**config.mk**
```make
export PLATFORM = sky130hd
export DESIGN_NAME = control_sequencer_flat
export DESIGN_NICKNAME = d
export VERILOG_FILES = /design/src/rtl/control_sequencer_if.sv /design/src/rtl/control_sequencer.sv /design/src/flat_wrapper.sv
export SDC_FILE = /design/constraint.sdc
export NUM_CORES = 1
export LEC_CHECK = 0
export CAP_MARGIN = 20
export CORE_ASPECT_RATIO = 1.4
export CORE_MARGIN = 5
export CORE_UTILIZATION = 25
export DETAILED_ROUTE_END_ITERATION = 10
export GPL_ROUTABILITY_DRIVEN = 0
export GPL_TIMING_DRIVEN = 0
export PLACE_DENSITY = 0.63
export SYNTH_ARGS = -nofsm -noshare
export SYNTH_HDL_FRONTEND = slang
export SYNTH_SLANG_ARGS = --single-unit
```
**constraint.sdc**
```tcl
create_clock -name Clock -period 1.74 [get_ports Clock]
set_clock_uncertainty 0.05 [all_clocks]
set_input_delay 0.261 -clock Clock [delete_from_list [all_inputs] [get_ports Clock]]
set_output_delay 0.261 -clock Clock [all_outputs]
set_load 0.02 [all_outputs]
```
**src/rtl/control_sequencer_if.sv**
```systemverilog
// Shared instruction/data memory port between the control sequencer and memory.
// The sequencer drives the strobes and the address select; memory returns MemReady.
interface control_sequencer_if;
    logic MemRead;
    logic MemWrite;
    logic IorD;
    logic MemReady;

    modport master (output MemRead, output MemWrite, output IorD, input MemReady);
    modport slave  (input MemRead, input MemWrite, input IorD, output MemReady);
endinterface

```
**src/rtl/control_sequencer.sv**
```systemverilog
// Multi-cycle main control FSM for the 16-bit CPU: fetch/decode/exec/mem/wb sequencing.
// Optional build macro ILLEGAL_TRAP_EN adds a sticky TRAP state for illegal opcodes.
module control_sequencer (
    input  logic                       Clock,
    input  logic                       ResetN,
    control_sequencer_if.master        mem,
    input  logic [3:0]                 Opcode,
    input  logic                       Zero,
    output logic                       PcWrite,
    output logic                       PcSource,
    output logic                       IrWrite,
    output logic                       RegWrite,
    output logic                       RegDst,
    output logic                       MemToReg,
    output logic                       AluSrcA,
    output logic [1:0]                 AluSrcB,
    output logic [1:0]                 AluOp,
    output logic                       Halted,
    output logic                       Trap,
    output logic [2:0]                 State
);

    typedef enum logic [2:0] {
        ST_FETCH  = 3'd0,
        ST_DECODE = 3'd1,
        ST_EXEC   = 3'd2,
        ST_MEM    = 3'd3,
        ST_WB     = 3'd4,
        ST_HALT   = 3'd5
`ifdef ILLEGAL_TRAP_EN
        ,
        ST_TRAP   = 3'd6
`endif
    } state_t;

    typedef enum logic [2:0] {
        CLS_R,
        CLS_ADDI,
        CLS_LW,
        CLS_SW,
        CLS_BEQ,
        CLS_HALT,
        CLS_ILL
    } cls_t;

    localparam logic [3:0] OP_R    = 4'b0000;
    localparam logic [3:0] OP_ADDI = 4'b0100;
    localparam logic [3:0] OP_LW   = 4'b1000;
    localparam logic [3:0] OP_SW   = 4'b1100;
    localparam logic [3:0] OP_BEQ  = 4'b0010;
    localparam logic [3:0] OP_HALT = 4'b1111;

    localparam logic [1:0] SRCB_REG  = 2'b00;
    localparam logic [1:0] SRCB_ONE  = 2'b01;
    localparam logic [1:0] SRCB_IMM  = 2'b10;
    localparam logic [1:0] SRCB_BOFF = 2'b11;

    localparam logic [1:0] ALU_ADD  = 2'b00;
    localparam logic [1:0] ALU_SUB  = 2'b01;
    localparam logic [1:0] ALU_FUNC = 2'b10;

    state_t state;
    state_t next_state;
    cls_t   cls;
    cls_t   op_cls;

    always_comb begin
        case (Opcode)
            OP_R:    op_cls = CLS_R;
            OP_ADDI: op_cls = CLS_ADDI;
            OP_LW:   op_cls = CLS_LW;
            OP_SW:   op_cls = CLS_SW;
            OP_BEQ:  op_cls = CLS_BEQ;
            OP_HALT: op_cls = CLS_HALT;
            default: op_cls = CLS_ILL;
        endcase
    end

    // Opcode is only trusted in DECODE; the class register carries it for the rest of the instruction.
    always_ff @(posedge Clock or negedge ResetN) begin
        if (!ResetN) begin
            state <= ST_FETCH;
            cls   <= CLS_R;
        end else begin
            // NOTE: non-blocking assignments so every register updates from pre-edge values.
            state <= next_state;
            if (state == ST_DECODE) begin
                cls <= op_cls;
            end
        end
    end

    always_comb begin
        next_state = state;
        case (state)
            ST_FETCH: begin
                if (mem.MemReady) begin
                    next_state = ST_DECODE;
                end
            end
            ST_DECODE: begin
                case (op_cls)
                    CLS_R, CLS_ADDI, CLS_LW, CLS_SW, CLS_BEQ: next_state = ST_EXEC;
                    CLS_HALT:                                 next_state = ST_HALT;
`ifdef ILLEGAL_TRAP_EN
                    default:                                  next_state = ST_TRAP;
`else
                    default:                                  next_state = ST_FETCH;
`endif
                endcase
            end
            ST_EXEC: begin
                case (cls)
                    CLS_R, CLS_ADDI: next_state = ST_WB;
                    CLS_LW, CLS_SW:  next_state = ST_MEM;
                    default:         next_state = ST_FETCH;
                endcase
            end
            ST_MEM: begin
                if (mem.MemReady) begin
                    next_state = (cls == CLS_LW) ? ST_WB : ST_FETCH;
                end
            end
            ST_WB:   next_state = ST_FETCH;
            ST_HALT: next_state = ST_HALT;
`ifdef ILLEGAL_TRAP_EN
            ST_TRAP: next_state = ST_TRAP;
`endif
            default: next_state = ST_FETCH;
        endcase
    end

    // Outputs are held at zero while ResetN is low, so the FETCH decode cannot leak during reset.
    always_comb begin
        // NOTE: every output gets a default first so no path through the case infers a latch.
        PcWrite      = 1'b0;
        PcSource     = 1'b0;
        IrWrite      = 1'b0;
        RegWrite     = 1'b0;
        RegDst       = 1'b0;
        MemToReg     = 1'b0;
        AluSrcA      = 1'b0;
        AluSrcB      = SRCB_REG;
        AluOp        = ALU_ADD;
        Halted       = 1'b0;
        Trap         = 1'b0;
        State        = 3'd0;
        mem.MemRead  = 1'b0;
        mem.MemWrite = 1'b0;
        mem.IorD     = 1'b0;

        if (ResetN) begin
            State = state;
            case (state)
                ST_FETCH: begin
                    mem.MemRead = 1'b1;
                    AluSrcB     = SRCB_ONE;
                    IrWrite     = mem.MemReady;
                    PcWrite     = mem.MemReady;
                end
                ST_DECODE: begin
                    AluSrcB = SRCB_BOFF;
                end
                ST_EXEC: begin
                    AluSrcA = 1'b1;
                    case (cls)
                        CLS_R: begin
                            AluOp = ALU_FUNC;
                        end
                        CLS_ADDI, CLS_LW, CLS_SW: begin
                            AluSrcB = SRCB_IMM;
                        end
                        CLS_BEQ: begin
                            AluOp    = ALU_SUB;
                            PcSource = 1'b1;
                            PcWrite  = Zero;
                        end
                        default: begin
                            AluSrcA = 1'b0;
                        end
                    endcase
                end
                ST_MEM: begin
                    mem.IorD     = 1'b1;
                    mem.MemRead  = (cls == CLS_LW);
                    mem.MemWrite = (cls == CLS_SW);
                end
                ST_WB: begin
                    RegWrite = 1'b1;
                    RegDst   = (cls == CLS_R);
                    MemToReg = (cls == CLS_LW);
                end
                ST_HALT: begin
                    Halted = 1'b1;
                end
`ifdef ILLEGAL_TRAP_EN
                ST_TRAP: begin
                    Trap = 1'b1;
                end
`endif
                default: begin
                    State = state;
                end
            endcase
        end
    end

    a_no_fetch_write_overlap: assert property (@(posedge Clock) disable iff (!ResetN)
        !((IrWrite || PcWrite) && (RegWrite || mem.MemWrite)));

    a_single_strobe: assert property (@(posedge Clock) disable iff (!ResetN)
        !(mem.MemRead && mem.MemWrite));

    a_mem_wait_stable: assert property (@(posedge Clock) disable iff (!ResetN)
        (state == ST_MEM && !mem.MemReady) |=> (mem.IorD && state == ST_MEM));

endmodule

```
**src/flat_wrapper.sv**
```systemverilog
// flat-port wrapper written by rule: the top's interface ports become plain ports
module control_sequencer_flat 
  (Clock, ResetN, Opcode, Zero, PcWrite, PcSource, IrWrite, RegWrite, RegDst, MemToReg, AluSrcA, AluSrcB, AluOp, Halted, Trap, State, mem_MemRead, mem_MemWrite, mem_IorD, mem_MemReady);
  control_sequencer_if mem_i ();
  input  logic Clock;
  input  logic ResetN;
  input  logic [3:0] Opcode;
  input  logic Zero;
  output logic PcWrite;
  output logic PcSource;
  output logic IrWrite;
  output logic RegWrite;
  output logic RegDst;
  output logic MemToReg;
  output logic AluSrcA;
  output logic [1:0] AluSrcB;
  output logic [1:0] AluOp;
  output logic Halted;
  output logic Trap;
  output logic [2:0] State;
  output wire logic [$bits(mem_i.MemRead)-1:0] mem_MemRead;
  output wire logic [$bits(mem_i.MemWrite)-1:0] mem_MemWrite;
  output wire logic [$bits(mem_i.IorD)-1:0] mem_IorD;
  input wire logic [$bits(mem_i.MemReady)-1:0] mem_MemReady;
  assign mem_MemRead = mem_i.MemRead;
  assign mem_MemWrite = mem_i.MemWrite;
  assign mem_IorD = mem_i.IorD;
  assign mem_i.MemReady = mem_MemReady;
  control_sequencer u_core (.Clock(Clock), .ResetN(ResetN), .mem(mem_i), .Opcode(Opcode), .Zero(Zero), .PcWrite(PcWrite), .PcSource(PcSource), .IrWrite(IrWrite), .RegWrite(RegWrite), .RegDst(RegDst), .MemToReg(MemToReg), .AluSrcA(AluSrcA), .AluSrcB(AluSrcB), .AluOp(AluOp), .Halted(Halted), .Trap(Trap), .State(State));
endmodule
```
==> impl_results.html <==
<table>
<tr><th>Metric</th><th>Value</th></tr>
<tr><th colspan="2">Timing</th></tr>
<tr><td>Period utilization</td><td>106%</td></tr>
<tr><td>Max Freq</td><td>around 540 MHz</td></tr>
<tr><td>Time the worst path needs with I/O delays and setup</td><td>roughly 1800 ps</td></tr>
<tr><td>Number of failing setup endpoints in the final timing report</td><td>2</td></tr>
<tr><td>Hold Fails Final Rpt</td><td>0</td></tr>
<tr><td>Final hold slack</td><td>about 500 ps</td></tr>
<tr><td>Slew Limit Fails</td><td>0</td></tr>
<tr><td>Setup repair after global routing missed its margin</td><td>true</td></tr>
<tr><td>Final setup margin</td><td>-108 ps</td></tr>
<tr><th colspan="2">Detailed routing</th></tr>
<tr><td>Total DRC errors in the routed layout</td><td>0</td></tr>
<tr><td>DRC marker count from the first detailed-route iteration</td><td>16</td></tr>
<tr><td>Drt wl/cell</td><td>14.4 um</td></tr>
<tr><td>Number of nets still failing antenna checks after routing</td><td>0</td></tr>
<tr><td>First-pass detailed-route iteration total</td><td>4</td></tr>
<tr><td>Routed wire length</td><td>1800 um</td></tr>
<tr><td>Vias per Instance</td><td>about 5.3</td></tr>
<tr><td>Vias</td><td>between 600 and 700</td></tr>
<tr><th colspan="2">Placement</th></tr>
<tr><td>Total cell area at the placement stage</td><td>852 um^2</td></tr>
<tr><td>Detailed-placement wirelength estimate</td><td>approximately 1200 um</td></tr>
<tr><td>Pre-CTS setup slack</td><td>-840 ps</td></tr>
<tr><td>Count of buffers from port buffering</td><td>25</td></tr>
<tr><th colspan="2">Global route</th></tr>
<tr><td>Pin count of the biggest net entering global routing</td><td>11</td></tr>
<tr><td>Gr ovfl total</td><td>0</td></tr>
<tr><td>Wire length of the first global-routing pass</td><td>between 2000 and 3000 um</td></tr>
<tr><td>Via count of the first global-routing pass</td><td>about 670</td></tr>
<tr><td>Global-route usage over all layers</td><td>around 11%</td></tr>
<tr><td>Antenna violations before repair</td><td>0</td></tr>
<tr><th colspan="2">Clock tree</th></tr>
<tr><td>CTS tree</td><td>built</td></tr>
<tr><td>CTS Buf Count</td><td>3</td></tr>
<tr><td>Maximum clock path buffer count</td><td>2</td></tr>
<tr><td>Worst skew pair latency</td><td>between 200 and 300 ps</td></tr>
<tr><td>Buffer type at the clock tree root</td><td>sky130_fd_sc_hd__clkbuf_4</td></tr>
<tr><td>H-Tree Depth</td><td>1</td></tr>
<tr><td>Clock transition time at the flip-flop clock pins of the worst setup and hold paths</td><td>50 ps</td></tr>
<tr><td>Number of clock sinks</td><td>6</td></tr>
<tr><th colspan="2">Critical path</th></tr>
<tr><td>Endpoint of the lowest-slack register-to-register path</td><td>u_core.cls[1]</td></tr>
<tr><td>Chain of cells forming the critical path</td><td>or2_4 -&gt; a2111oi_4 -&gt; buf_4</td></tr>
<tr><td>Crit start category</td><td>flip-flop</td></tr>
<tr><td>Worst setup slack for register-to-register paths</td><td>approximately 320 ps</td></tr>
<tr><td>Delay of the slowest cell on the worst path</td><td>440 ps</td></tr>
<tr><td>Required time of the critical path</td><td>1430 ps</td></tr>
<tr><td>Depth of the most critical reg-to-reg path</td><td>3</td></tr>
<tr><td>Critical setup path kind</td><td>reg -&gt; out</td></tr>
<tr><td>Maximum fanout encountered on the critical timing path</td><td>6</td></tr>
<tr><td>Critical-path cell with the highest stage delay</td><td>sky130_fd_sc_hd__dfrtp_2</td></tr>
<tr><td>Startpoint of the most critical register-to-register path</td><td>u_core.state[2]</td></tr>
<tr><td>Kind of end point of the critical path</td><td>primary output</td></tr>
<tr><td>Endpoint arrival time on the critical path</td><td>around 1500 ps</td></tr>
<tr><th colspan="2">Logic synthesis</th></tr>
<tr><td>Cell with the most instances after synthesis</td><td>sky130_fd_sc_hd__nor2_1</td></tr>
<tr><td>Warning count from the yosys run</td><td>0</td></tr>
<tr><td>Biggest area contributors in the synthesized netlist</td><td>sky130_fd_sc_hd__dfrtp_1 (27%), sky130_fd_sc_hd__nor2_1 (6.0%), sky130_fd_sc_hd__nand2_1 (4.7%), sky130_fd_sc_hd__and2_1 (4.5%), sky130_fd_sc_hd__nor2b_1 (4.5%)</td></tr>
<tr><td>Proportion of synthesized chip area in sequential cells</td><td>around a quarter</td></tr>
<tr><td>Count of flip-flops with a built-in enable after synthesis</td><td>0</td></tr>
<tr><td>Share of the synthesized area in the top cell type</td><td>about a quarter</td></tr>
<tr><td>Synthesized netlist net count</td><td>80</td></tr>
<tr><td>Distinct cell type count of the synthesized netlist</td><td>31</td></tr>
<tr><td>Post-Syn Area per Cell</td><td>between 7 and 8 um^2</td></tr>
<tr><td>Register bit total from synthesis</td><td>6</td></tr>
<tr><td>Share of synthesized registers carrying an async set or reset</td><td>between 90% and 100%</td></tr>
<tr><td>Cell taking the most area after synthesis</td><td>sky130_fd_sc_hd__dfrtp_1</td></tr>
<tr><td>Commonest register cell after synthesis</td><td>sky130_fd_sc_hd__dfrtp_1</td></tr>
<tr><td>Synthesized area</td><td>approximately 560 um^2</td></tr>
<tr><td>Most numerous cell types in the synthesized netlist</td><td>sky130_fd_sc_hd__nor2_1 (9), sky130_fd_sc_hd__nand2_1 (7), sky130_fd_sc_hd__dfrtp_1 (6)</td></tr>
<tr><td>Number of standard cells after synthesis</td><td>72</td></tr>
<tr><th colspan="2">Finish</th></tr>
<tr><td>Summed area of non-filler cells in the final layout</td><td>just over 900 um^2</td></tr>
<tr><td>Antenna diodes</td><td>0</td></tr>
<tr><td>Number of nets at the end of the flow</td><td>between 100 and 150</td></tr>
<tr><td>Fraction of final layout cells with drive strength greater than 1</td><td>a little over two fifths</td></tr>
<tr><td>Syn-to-layout area delta</td><td>66.4%</td></tr>
<tr><th colspan="2">Power and ir drop</th></tr>
<tr><td>Internal Dissipation</td><td>0.753 mW</td></tr>
<tr><td>Static leakage</td><td>0.427 nW</td></tr>
<tr><td>Clock network power share</td><td>around a tenth</td></tr>
<tr><td>Sequential fraction of design power</td><td>20.8%</td></tr>
<tr><td>Reported net switching power</td><td>between 0.7 and 0.8 mW</td></tr>
<tr><td>Sw frac</td><td>between 40 and 50%</td></tr>
<tr><td>Cell area power density</td><td>about 1600 nW/um^2</td></tr>
<tr><td>Worst supply voltage drop on vdd</td><td>between 600 and 700 uV</td></tr>
<tr><td>Part of the power in combinational logic</td><td>a little over two thirds</td></tr>
<tr><th colspan="2">Worst hold path</th></tr>
<tr><td>Min-delay src</td><td>mem_MemReady</td></tr>
<tr><td>End point of the most critical hold path</td><td>u_core.state[0]</td></tr>
<tr><td>Min-Delay Path Depth</td><td>4</td></tr>
<tr><td>Type of the most critical hold path</td><td>in -&gt; reg</td></tr>
<tr><th colspan="2">Die</th></tr>
<tr><td>Chip Height</td><td>66.1 um</td></tr>
<tr><td>Top-Level Pins</td><td>27</td></tr>
<tr><td>Number of standard-cell rows in the floorplan</td><td>20</td></tr>
<tr><td>Die width</td><td>50.1 um</td></tr>
<tr><td>DIE AREA</td><td>3310 um^2</td></tr>
<tr><td>Initial Util</td><td>a little over a quarter</td></tr>
<tr><td>Core Region</td><td>between 2000 and 2500 um^2</td></tr>
<tr><th colspan="2">Run status</th></tr>
<tr><td>Run status</td><td>complete, but fails checks</td></tr>
<tr><td>Violated checks</td><td>negative setup slack</td></tr>
<tr><th colspan="2">Run</th></tr>
<tr><td>Number of max-cap violations</td><td>0</td></tr>
</table>
==> layout by cell type, fill, tap and decap left out, types with 3 or more instances in the layout <==
master                            synthesis  routed
sky130_fd_sc_hd__buf_2                    2       6
sky130_fd_sc_hd__dfrtp_1                  6       3
sky130_fd_sc_hd__dfrtp_2                  0       3
sky130_fd_sc_hd__clkbuf_4                 0       4
sky130_fd_sc_hd__nor2_1                   9       7
sky130_fd_sc_hd__clkdlybuf4s15_2          0       4
sky130_fd_sc_hd__nand2_1                  7       5
sky130_fd_sc_hd__clkdlybuf4s50_1          0       5
sky130_fd_sc_hd__and2_1                   4       3
sky130_fd_sc_hd__buf_4                    2       9
sky130_fd_sc_hd__dlygate4sd2_1            0       4
sky130_fd_sc_hd__o21ai_0                  5       5
==> worst max path at each step <==
stage	slack (ps)	start	depth (start not counted)	endpoint
after floorplan	90	u_core.cls[1]	2	AluSrcA
after CTS	-90	u_core.cls[1]	3	AluSrcA
final	-110	u_core.cls[1]	3	AluSrcA
after detailed placement	-840	ResetN	5	AluOp[1]
after global placement	-780	ResetN	5	AluOp[1]
after global routing	-150	u_core.cls[1]	3	AluSrcA
==> layout make-up <==
cell class / instances / area [um^2]
plain buffers: 6 / 52.6
clock buffers: 3 / 22.5
fillers: 231 / 1220
inverters: 2 / 7.51
multi-input cells: 58 / 445
flip-flops and latches: 6 / 154
well taps: 22 / 27.5
repair buffers: 28 / 225
==> power groups by stage <==
stage,clock network (mW),logic [mW],registers (mW)
2_1_floorplan,0,0.623,0.259
3_3_place_gp,0,0.879,0.283
3_5_place_dp,0,0.886,0.283
4_1_cts,0.144,0.935,0.303
5_1_grt,0.150,1.11,0.312
6_report,0.138,1.02,0.304
==> critical path: cells and delay by family, from the launching register on <==
family	cells	cell delay (ps)
AND/OR/NAND/NOR	1	300
AO/OA/AOI/OAI	1	340
flip-flops	1	440
buffers and inverters	1	210
==> what timing repair did <==
item,4_1_cts,5_1_grt
setup endpoints to repair,18,14
hold endpoints to repair,6,0
cloned,0,0
pin swaps,2,1
resized for setup,84,11
hold buffers,1,0
buffers inserted,0,2
==> cells by family after synthesis <==
logic type | Yosys count | share of synthesized area [%]
AOI/OAI and AO/OA | 16 | 21.6
buffers and inverters | 8 | 8.46
DFF | 6 | 26.7
muxes | 1 | 2.00
other | 1 | 0.668
and+or+nand+nor | 40 | 40.5
==> metrics by stage <==
| step | std cells | utilization, % | power [mW] | setup TNS, ps |
|---|---|---|---|---|
| 2_1_floorplan | 72 | - | 0.882 | 0 |
| 3_3_place_gp | 119 | 39.6 | 1.16 | -10480 |
| 3_5_place_dp | 119 | 39.6 | 1.17 | -10920 |
| 4_1_cts | 123 | 42.2 | 1.38 | -96.2 |
| 5_1_grt | 125 | 43.4 | 1.58 | -432 |
| 6_report | 125 | 43.4 | 1.46 | -141 |
==> registers in the layout, indices dropped and copies added, names as in the netlist <==
| register | cells |
|---|---|
| u_core.cls | 3 |
| u_core.state | 3 |
==> metal layers <==
| layer | routed length (um) | vias to the layer above | GRT usage [%] |
|---|---|---|---|
| li1 | - | 323 | - |
| met2 | 926 | 24 | 20.3 |
| met3 | 138 | 7 | 3.39 |
| met5 | 0 | - | 0 |
| met4 | 79 | 0 | 8.85 |
| met1 | 655 | 309 | 10.3 |
(Power assumes the default switching activity.)
==> patch (config.mk and constraints unchanged) <==
Re-encode `cls_t` (7 values) as Gray code, 3 bits wide.
--- a/src/rtl/control_sequencer.sv
+++ b/src/rtl/control_sequencer.sv
@@ -36,9 +36,9 @@
     typedef enum logic [2:0] {
-        CLS_R,
-        CLS_ADDI,
-        CLS_LW,
-        CLS_SW,
-        CLS_BEQ,
-        CLS_HALT,
-        CLS_ILL
+        CLS_R    = 3'b000,
+        CLS_ADDI = 3'b001,
+        CLS_LW   = 3'b011,
+        CLS_SW   = 3'b010,
+        CLS_BEQ  = 3'b110,
+        CLS_HALT = 3'b111,
+        CLS_ILL  = 3'b101
     } cls_t;
Function: same outputs for any inputs over 10 cycles, from zero or initial values and one cycle with ResetN low; not proved beyond that.
==> patch against the unedited design <==
Utilization fell by 1.4 points. Highest routed layer unchanged. Critical path type unchanged. Sequential cell count unchanged. Wire length rose by 8.4%. Worst hold slack better by 0.066 ns. Synthesized area rose by 10%. Power decreased by 16%. Largest power group unchanged. Combinational power down 17%. Worst setup slack gained 0.13 ns. Largest cell class unchanged. Design area is 7.6% higher.
==> patch: results (changes against the unedited design) <==
Status:
- The flow ran to the end, and the final reports show no timing, DRC or antenna violations.

Detailed routing:
- The wire length on met1 came to 691 um (+5.5%).
- The number of DRC markers after the initial detailed-route iteration is 21 (+5).
- The detailed-route via count is 706 (+6.5%).
- The length of routed met2 wiring came to 1.16 mm (+26%).
- The amount of wire on met3 after detailed routing came to 71 um (-49%).

Place:
- The placed instance count came to 135 (+13%).
- The pre-CTS setup slack is -0.830 ns (+0.00961 ns).
- The placed wire-length estimate after detailed placement is 1.36 mm (+10%).
- The total cell area at the placement stage is 913 um2 (+7.2%).

Yosys:
- The sequential element share of the synthesized area is 0.242 (-0.0253).
- The number of instances in the synthesized netlist came to 76 (+5.6%).
- The number of unique standard cell types used by synthesis is 36 (+16%).

Global routing:
- The met2 demand-to-capacity share in global routing is 0.225 (+0.0220).
- The wire length of the first global-routing pass is 2.87 mm (-0.49%).
- The total routing resource utilization after global routing came to 0.106 (-0.00712).
- The routing usage on met3 is 0.0194 (-0.0145).
- The number of global-route vias before repair came to 693 (+3.6%).

Power:
- The power per cell area is 1220 mW/mm2 (-22%).
- The switching portion of total power is 0.451 (-0.0333).
- The clock group share of total power is 0.105 (+0.011).
- The relative contribution of combinational cells to total power is 0.693 (-0.005).

Worst setup path:
- On the critical path the largest part of the delay comes from simple AND/OR/NAND/NOR gates.
- The worst register-to-register path begins at u_core.state[1]$_DFFE_PN0P_.
- The launch point of the critical path is u_core.state[0]$_DFFE_PN0P_.
- The critical path arrival came to 1.41 ns (-0.13 ns).

Hold path:
- The worst hold path class is input pin to async pin.

Layout:
- The share of cells above drive strength 1 is 0.430 (-0.00707).
- The final cell count without fillers was 148 (+18%).
==> patch: layout make-up <==
| class | count | area (um2) |
|---|---|---|
| clock buffer | 3 | 22.5 |
| tap | 34 | 42.5 |
| multi-input combinational | 61 | 447 |
| inverter | 3 | 11.3 |
| timing repair buffer | 36 | 282 |
| sequential | 6 | 153 |
| buffer | 5 | 48.8 |
| fill | 251 | 1390 |
==> patch: path summary, 6_finish.rpt <==
check | end | slack (ns) | cells after the start
worst max-delay path | RegDst | 0.02 | 4
worst min-delay path | u_core.cls[1]$_DFFE_PN0P_ | 0.58 | 2
worst max register to register | u_core.cls[1]$_DFFE_PN0P_ | 0.10 | 7
worst min register to register | u_core.cls[1]$_DFFE_PN0P_ | 0.65 | 3
max in group asynchronous | u_core.state[2]$_DFFE_PN0P_ | 0.81 | 2
min in group Clock | u_core.cls[1]$_DFFE_PN0P_ | 0.65 | 3
==> patch: cells by family after synthesis <==
| kind of cell | count (synthesis) | synth area share |
|---|---|---|
| buf+inv | 9 | 0.0988 |
| flops | 6 | 0.242 |
| compound gates | 17 | 0.183 |
| mux | 1 | 0.0161 |
| other cells | 1 | 0.00604 |
| simple gates | 42 | 0.454 |
==> patch: timing repair <==
item | 4_1_cts | 5_1_grt
gates resized for setup | 60 | 22
setup buffers | 3 | 7
hold buffers | 1 | 0
setup endpoints to repair | 18 | 13
hold endpoints to repair | 6 | 0
pin swaps | 2 | 4
==> patch: worst reg2reg max path: cells and delay by family (launching register included) <==
kind                   cells  cell delay [ns]
buffers and inverters      4             0.57
DFF                        1             0.41
and+or+nand+nor            2             0.38
AOI/OAI and AO/OA          1             0.16
